File: src/rtl/full_adder_unit_pkg.sv
// Shared constants for the registered full-adder cell.
// Latency: n/a (package only).
// Backpressure: n/a (package only).
package full_adder_unit_pkg;

  // Single-bit slice is the common use as a ripple-carry building block.
  localparam int DEFAULT_WIDTH = 1;

endpackage : full_adder_unit_pkg

File: src/rtl/full_adder_bit.sv
// Combinational one-bit full adder slice: sum/carry of a + b + cin.
// Latency: 0 cycles (pure combinational).
// Backpressure: none; output follows inputs continuously.
module full_adder_bit (
  input  logic a,
  input  logic b,
  input  logic cin,
  output logic sum,
  output logic cout
);

  logic half;

  // Half-sum is shared by the sum and the propagate term of the carry.
  assign half = a ^ b;
  assign sum  = half ^ cin;
  assign cout = (a & b) | (cin & half);

endmodule : full_adder_bit

File: src/rtl/full_adder_unit.sv
// Registered WIDTH-bit ripple adder/subtractor with carry-out and signed overflow.
// Latency: 1 cycle from in_valid to out_valid.
// Backpressure: none; accepts a new operand set every clock, outputs hold when idle.
module full_adder_unit
  import full_adder_unit_pkg::*;
#(
  parameter int WIDTH = DEFAULT_WIDTH
) (
  input  logic             clk,
  input  logic             rst,
  input  logic             in_valid,
  input  logic             sub,
  input  logic [WIDTH-1:0] a,
  input  logic [WIDTH-1:0] b,
  input  logic             cin,
  output logic             out_valid,
  output logic [WIDTH-1:0] sum,
  output logic             cout,
  output logic             ovf
);

  // Subtraction inverts B; the caller supplies cin=1 to complete two's complement.
  logic [WIDTH-1:0] b_eff;
  logic [WIDTH:0]   carry;
  logic [WIDTH-1:0] sum_c;
  logic             ovf_c;

  assign b_eff    = b ^ {WIDTH{sub}};
  assign carry[0] = cin;

  // Carry ripples LSB to MSB through one slice per bit.
  for (genvar i = 0; i < WIDTH; i++) begin : g_slice
    full_adder_bit u_bit (
      .a    (a[i]),
      .b    (b_eff[i]),
      .cin  (carry[i]),
      .sum  (sum_c[i]),
      .cout (carry[i+1])
    );
  end

  // Signed overflow: carry into the sign bit disagrees with carry out of it.
  assign ovf_c = carry[WIDTH-1] ^ carry[WIDTH];

  // Output register: capture on valid, otherwise hold results and drop valid.
  always_ff @(posedge clk or posedge rst) begin
    if (rst) begin
      out_valid <= 1'b0;
      sum       <= '0;
      cout      <= 1'b0;
      ovf       <= 1'b0;
    end else begin
      out_valid <= in_valid;
      if (in_valid) begin
        sum  <= sum_c;
        cout <= carry[WIDTH];
        ovf  <= ovf_c;
      end
    end
  end

endmodule : full_adder_unit

File: config.mk
export PLATFORM = sky130hd
export DESIGN_NAME = full_adder_unit
export DESIGN_NICKNAME = d
export VERILOG_FILES = /design/src/rtl/full_adder_unit_pkg.sv /design/src/rtl/full_adder_bit.sv /design/src/rtl/full_adder_unit.sv
export SDC_FILE = /design/constraint.sdc
export NUM_CORES = 1
export LEC_CHECK = 0
export ABC_CLOCK_PERIOD_IN_PS = 1400
export CAP_MARGIN = 20
export CELL_PAD_IN_SITES_DETAIL_PLACEMENT = 0
export CELL_PAD_IN_SITES_GLOBAL_PLACEMENT = 1
export CORE_AREA = 8 8 45 47
export DETAILED_ROUTE_END_ITERATION = 8
export DIE_AREA = 0 0 53 55
export GPL_TIMING_DRIVEN = 0
export PLACE_DENSITY = 0.46
export SLEW_MARGIN = 25
export SYNTH_ARGS = -nofsm -noshare
export SYNTH_HDL_FRONTEND = slang
export SYNTH_SLANG_ARGS = --single-unit
File: constraint.sdc
create_clock -name clk -period 1.4 [get_ports clk]
set_clock_uncertainty 0.1 [all_clocks]
set_input_delay 0.28 -clock clk [delete_from_list [all_inputs] [get_ports clk]]
set_output_delay 0.28 -clock clk [all_outputs]
set_load 0.005 [all_outputs]
==> results of run 1 <==
[placed cells by master (no fill, tap or decap), types with 2 or more instances in the layout]
cell             instances
clkbuf_4                 3
dfrtp_1                  4
dlygate4sd2_1            5
clkdlybuf4s50_1          2
inv_1                    3
xnor2_2                  2
clkdlybuf4s15_1          3
[final cells by class]
class / instances / area [um2]
clock buffer: 3 / 22.5
fill: 153 / 1040
inverter: 4 / 15.0
multi-input combinational: 7 / 88.8
sequential: 4 / 100
tap: 16 / 20.0
timing repair buffer: 11 / 101
[metrics by stage]
| step | utilization (%) | power [uW] |
|---|---|---|
| floorplan | - | 181 |
| global placement | 22.2 | 243 |
| detailed placement | 22.2 | 246 |
| CTS | 24.3 | 386 |
| global route | 25.1 | 408 |
| finish | 25.1 | 378 |
[registers in the layout, summed over array words and instances, names as in the netlist]
register   count
sum            1
ovf            1
cout           1
out_valid      1
[repair_timing]
item / CTS / global route
buffers inserted: 1 / 0
gates resized for setup: 11 / 4
pin swaps: 2 / 3
setup endpoints to repair: 6 / 1
[worst max-delay path, stage by stage]
cell and delay, ns:
clkdlybuf4s15_1 0.20, xnor2_2 0.15, fa_2 0.37, xnor2_2 0.14
mux2_4 0.25
[routing by layer]
| metal | vias up | global-route usage [%] |
|---|---|---|
| li1 | 73 | - |
| met1 | 63 | 2.76 |
| met2 | 11 | 3.71 |
| met3 | 0 | 3.74 |
| met4 | 0 | 5.17 |
| met5 | - | 0 |
[cells by family after synthesis]
group                    synth area share [%]
adder cells (fa/ha/maj)                  10.7
AND/OR/NAND/NOR                          2.01
flip-flops                               53.7
multiplexers                             13.4
AO/OA/AOI/OAI                            2.68
buffers and inverters                    8.05
XOR/XNOR                                 9.40
[path summary, 6_finish.rpt]
check,startpoint,to
setup / recovery,b,ovf$_DFFE_PP0P_
hold / removal,rst,sum$_DFFE_PP0P_
setup reg to reg,ovf$_DFFE_PP0P_,ovf$_DFFE_PP0P_
hold reg to reg,ovf$_DFFE_PP0P_,ovf$_DFFE_PP0P_
max in group asynchronous,rst,cout$_DFFE_PP0P_
min in group clk,ovf$_DFFE_PP0P_,ovf$_DFFE_PP0P_
[power groups by stage]
| stage | logic (uW) | registers, uW | clock network (uW) |
|---|---|---|---|
| 4_1_cts | 93.2 | 143 | 150 |
| 3_5_place_dp | 101 | 145 | 0 |
| 3_3_place_gp | 99.5 | 144 | 0 |
| 2_1_floorplan | 34.4 | 146 | 0 |
| 6_report | 96.2 | 142 | 140 |
| 5_1_grt | 106 | 145 | 157 |
==> qor_table.md, run 1 <==
| Result | Reported |
|:---|:---|
| Clock network fraction of design power | 37.0% |
| Count of flip-flops with a built-in enable after synthesis | 0 |
| Element type at the critical path end | register |
| Type of the tightest min-delay check | in2async |
| Number of global-route vias before repair | 164 |
| Synth area leader | dfrtp_1 |
| First-pass GRT wire length | 634 um |
| GRT Residual Overflow | 0 |
| Length of the first detailed-routing pass in iterations | 1 |
| Syn_area_per_cell | 12.4 um2 |
| Total net switching power | 87.7 uW |
| Std-Cell Core Area | 1380 um2 |
| Number of warning messages in the yosys log | 0 |
| Pin count of the biggest net entering global routing | 6 |
| Clock transition at path regs | 0.04 ns |
| Area fraction of the dominant cell type after synthesis | 53.7% |
| Highest metal layer used by the detailed router | met3 |
| Total CTS buffers | 3 |
| Worst setup path class | in2reg |
| Die X-Extent | 53 um |
| Sinks on Clock Net | 4 |
| Syn nets | 23 |
| Deepest level of the CTS H-tree | 1 |
| Switching part of the total | 23.2% |
| Async set-or-reset flop fraction in the synthesized netlist | 100% |
| Number of DRC markers after the initial detailed-route iteration | 0 |
| Share of final-layout standard cells stronger than drive strength 1 | 31.0% |
| Number of diodes | 0 |
| Min Clock Period, post-route | 1.37 ns |
| Number of remaining DRC errors | 0 |
| Share of the cycle needed by the critical path after routing | 98.0% |
| Sequential fraction of the synthesis area | 53.7% |
| Final #Nets | 39 |
| Smallest hold slack | 0.135 ns |
| Starting density of the core | 13.5% |
| Met2 routed WL | 189 um |
| Number of port buffers | 10 |
| Reg2reg path depth | 1 |
| Number of synthesized register bits | 4 |
| Largest fanout on the critical path | 2 |
| Minimum setup slack in the final design | 0.0280 ns |
| Die Y-Extent | 55 um |
| Most frequent cells after synthesis | 4 x dfrtp_1, 4 x inv_1, 2 x xnor2_1 |
| Count of pins on the block boundary | 11 |
| Proportion of power drawn by combinational gates | 25.4% |
| Hold buffer count at cts | 0 |
| DP Cell Count | 41 |
| Worst supply voltage drop on vdd | 0.000197 V |
| Clk root buf | clkbuf_4 |
| Max-cap check violation count | 0 |
| Antenna-violating nets left | 0 |
| Cell Area, Synth | 186 um2 |
| Number of pins exceeding their max-slew limit in the final report | 0 |
| Static power due to leakage | 0.000172 uW |
| Final count of negative-setup-slack endpoints | 0 |
| Clock tree buffer depth | 2 |
| Number of distinct standard cells referenced by the synthesized netlist | 8 |
| Ranking of synthesized cells by area | dfrtp_1 54%, fa_1 11%, xnor2_1 9.4% |
| Global routing usage summed across all routing layers | 3.45% |
| Ys flop type | dfrtp_1 |
| Insertion delay to the later sink of the worst-skew pair | 0.23 ns |
| Synth-to-Final Area Change | 86.6% |
| Number of hold-slack violations in the final timing report | 0 |
| Part of the total power dissipated in sequential elements | 37.5% |
| Setup repair after global routing missed its margin | no |
| Max frequency | 0.729 GHz |
| Setup slack of the worst register-to-register path | 0.56 ns |
| TritonCTS clock tree | done |
| Routed wire length on met3 | 98 um |
| Relative max-transition margin | 84.9% |
| Cell-internal power | 290 uW |
| Non-Filler Instances | 45 |
| Cell area after placement | 307 um2 |
| Slew at the pin closest to its max-slew limit | 0.225 ns |
| Final sum of negative setup slack | 0 ns |
| Result of the run | finished clean |
| Gate count of the mapped netlist | 15 |
| Critical Path Start Type | input port |
| Routability Congestion | 0.667 |
| Post-route standard cell area excluding fillers | 348 um2 |
| Antenna violations before repair | 0 |
| Post-detailed-route via-to-cell ratio | 3.27 |
| Routed wire length | 448 um |
| Wirelength per Cell | 9.96 um |
| Power per Cell Area | 1090 nW/um2 |
| Placement Rows | 14 |
| Die Outline Area | 2920 um2 |
| Pre-CTS setup slack | -0.501 ns |
| Total number of vias | 147 |
| Required time at the endpoint of the critical path | 1.41 ns |
| Arrival @ worst endpoint | 1.39 ns |
| Met1 Routed Length | 161 um |
(Power assumes the default switching activity.)
==> inputs of run 2 (changes only) <==
--- a/config.mk
+++ b/config.mk
@@ -12,8 +12,9 @@
 export CORE_AREA = 8 8 45 47
 export DETAILED_ROUTE_END_ITERATION = 8
 export DIE_AREA = 0 0 53 55
+export DONT_BUFFER_PORTS = 1
 export GPL_TIMING_DRIVEN = 0
-export PLACE_DENSITY = 0.46
+export PLACE_DENSITY = 0.32
 export SLEW_MARGIN = 25
 export SYNTH_ARGS = -nofsm -noshare
 export SYNTH_HDL_FRONTEND = slang
==> run 2 against run 1 <==
Total power shrank 12%. First-iteration DRC count up 2. Hold slack got worse by 0.11 ns. Combinational power shrank 55%. Non-clock buffer count shrank 9. Via count is 20% lower. Critical path type unchanged.
==> qor_table.md, run 2 (synthesized netlist as in run 1, its figures left out) <==
| Result | Reported |
|:---|:---|
| Starting density of the core | 13.5% |
| Insertion delay to the later sink of the worst-skew pair | 0.23 ns |
| Number of pins exceeding their max-slew limit in the final report | 0 |
| Cell family with the largest share of critical-path delay | adder cells |
| Deepest level of the CTS H-tree | 1 |
| Total number of vias | 117 |
| Number of diodes | 0 |
| Synth-to-Final Area Change | 33.6% |
| First-pass GRT wire length | 676 um |
| Power per Cell Area | 1340 nW/um2 |
| Pre-CTS setup slack | -0.0412 ns |
| Clock tree buffer depth | 2 |
| Number of DRC markers after the initial detailed-route iteration | 2 |
| DP Cell Count | 31 |
| Count of pins on the block boundary | 11 |
| Total CTS buffers | 3 |
| Final sum of negative setup slack | 0 ns |
| Filler cell count | 154 |
| Biggest cell delay along the critical path | 0.42 ns |
| Minimum setup slack in the final design | 0.207 ns |
| TritonCTS clock tree | done |
| Length of the first detailed-routing pass in iterations | 2 |
| Slowest stage cell on the critical path | fa_1 |
| Worst setup path class | in2reg |
| Antenna violations before repair | 0 |
| Antenna-violating nets left | 0 |
| Critical Path Start Type | input port |
| Buffers and inverters on the worst path | 0 |
| Number of hold-slack violations in the final timing report | 0 |
| Worst supply voltage drop on vdd | 0.000208 V |
| Die Y-Extent | 55 um |
| PostCTS Resize Cnt | 0 |
| Global routing usage summed across all routing layers | 3.89% |
| Total area of sequential cells | 100 um2 |
| GRT Residual Overflow | 0 |
| Share of the cycle needed by the critical path after routing | 85.2% |
| Pin count of the biggest net entering global routing | 6 |
| Std-Cell Core Area | 1380 um2 |
| Placement Rows | 14 |
| Element type at the critical path end | register |
| Slew at the pin closest to its max-slew limit | 0.171 ns |
| Result of the run | finished clean |
| Share of final-layout standard cells stronger than drive strength 1 | 20.0% |
| Post-detailed-route via-to-cell ratio | 3.25 |
| Hold buffer count at cts | 2 |
| Cell-by-cell listing of the critical path | xnor2_1 > fa_1 > xnor2_1 > mux2_4 |
| Number of remaining DRC errors | 0 |
| Setup repair after global routing missed its margin | no |
| Min Clock Period, post-route | 1.19 ns |
| Setup Buffers After CTS | 0 |
| Type of the tightest min-delay check | in2reg |
| Non-Filler Instances | 36 |
| Commonest cells after routing, fill and taps aside | 4 x inv_1, 4 x dfrtp_1, 3 x clkbuf_4 |
| Max-cap check violation count | 0 |
| Clock transition at path regs | 0.04 ns |
| Required time at the endpoint of the critical path | 1.41 ns |
| Clk root buf | clkbuf_4 |
| Final count of negative-setup-slack endpoints | 0 |
| Arrival @ worst endpoint | 1.21 ns |
| Die X-Extent | 53 um |
| Number of port buffers | 0 |
| Number of global-route vias before repair | 159 |
| Area taken by multi-input logic gates | 71.3 um2 |
| Max frequency | 0.838 GHz |
| Final #Nets | 30 |
| Most used cell along the critical path | xnor2_1 |
| Die Outline Area | 2920 um2 |
| Routability Congestion | 0.642 |
| Routed wire length | 402 um |
| Wirelength per Cell | 11.2 um |
| Largest fanout on the critical path | 2 |
| Relative max-transition margin | 88.5% |
| Sinks on Clock Net | 4 |
| Static power due to leakage | 0.000119 uW |
==> run 2: changes by cell type in the layout (fill, tap and decap cells not counted) <==
cell	delta
clkdlybuf4s50_1	-2
fa_2	-1
inv_1	+1
clkdlybuf4s15_1	-3
inv_2	-1
dlygate4sd2_1	-5
buf_4	-1
dlygate4sd3_1	+2
xnor2_1	+2
fa_1	+1
xnor2_2	-2
==> run 2: where the power goes <==
group | internal [uW] | switching, uW | total, uW | leakage (uW)
Sequential | 135 | 15.1 | 150 | 0.0000461
Clock | 95.8 | 45.5 | 141 | 0.0000138
Combinational | 27.0 | 16.6 | 43.6 | 0.0000586
==> run 2: path summary, 6_finish.rpt <==
path	startpoint	end	slack (ns)	depth (start not counted)
min	in_valid	cout$_DFFE_PP0P_	0.03	1
max in group asynchronous	rst	out_valid$_DFF_PP0_	0.78	2
max	b	ovf$_DFFE_PP0P_	0.21	4
min in group asynchronous	rst	ovf$_DFFE_PP0P_	0.27	2
min reg2reg	cout$_DFFE_PP0P_	cout$_DFFE_PP0P_	0.45	2
max reg2reg	ovf$_DFFE_PP0P_	ovf$_DFFE_PP0P_	0.52	1
==> run 2: layout make-up <==
class / count / share of cell area, %
multi-input combinational: 7 / 28.6
tap: 16 / 8.04
timing repair buffer: 2 / 8.04
clock buffer: 3 / 9.05
sequential: 4 / 40.2
inverter: 4 / 6.03
==> run 2: per-stage QoR <==
stage	area (um2)	util, %	power [uW]	hold WS [ns]
after floorplan	186	-	181	-0.0539
after global placement	206	14.9	193	-0.0410
after detailed placement	206	14.9	193	-0.0376
after CTS	249	18.0	348	0.0180
after global routing	249	18.0	366	0.0232
final	249	18.0	334	0.0297
==> run 2: layer usage <==
layer  vias to the layer above  track usage [%]  routed length (um)
li1                         56                -                   -
met1                        49             3.37                 159
met2                        10             4.10                 150
met3                         2             2.67                  72
met4                         0             7.76                  19
met5                         -                0                   0
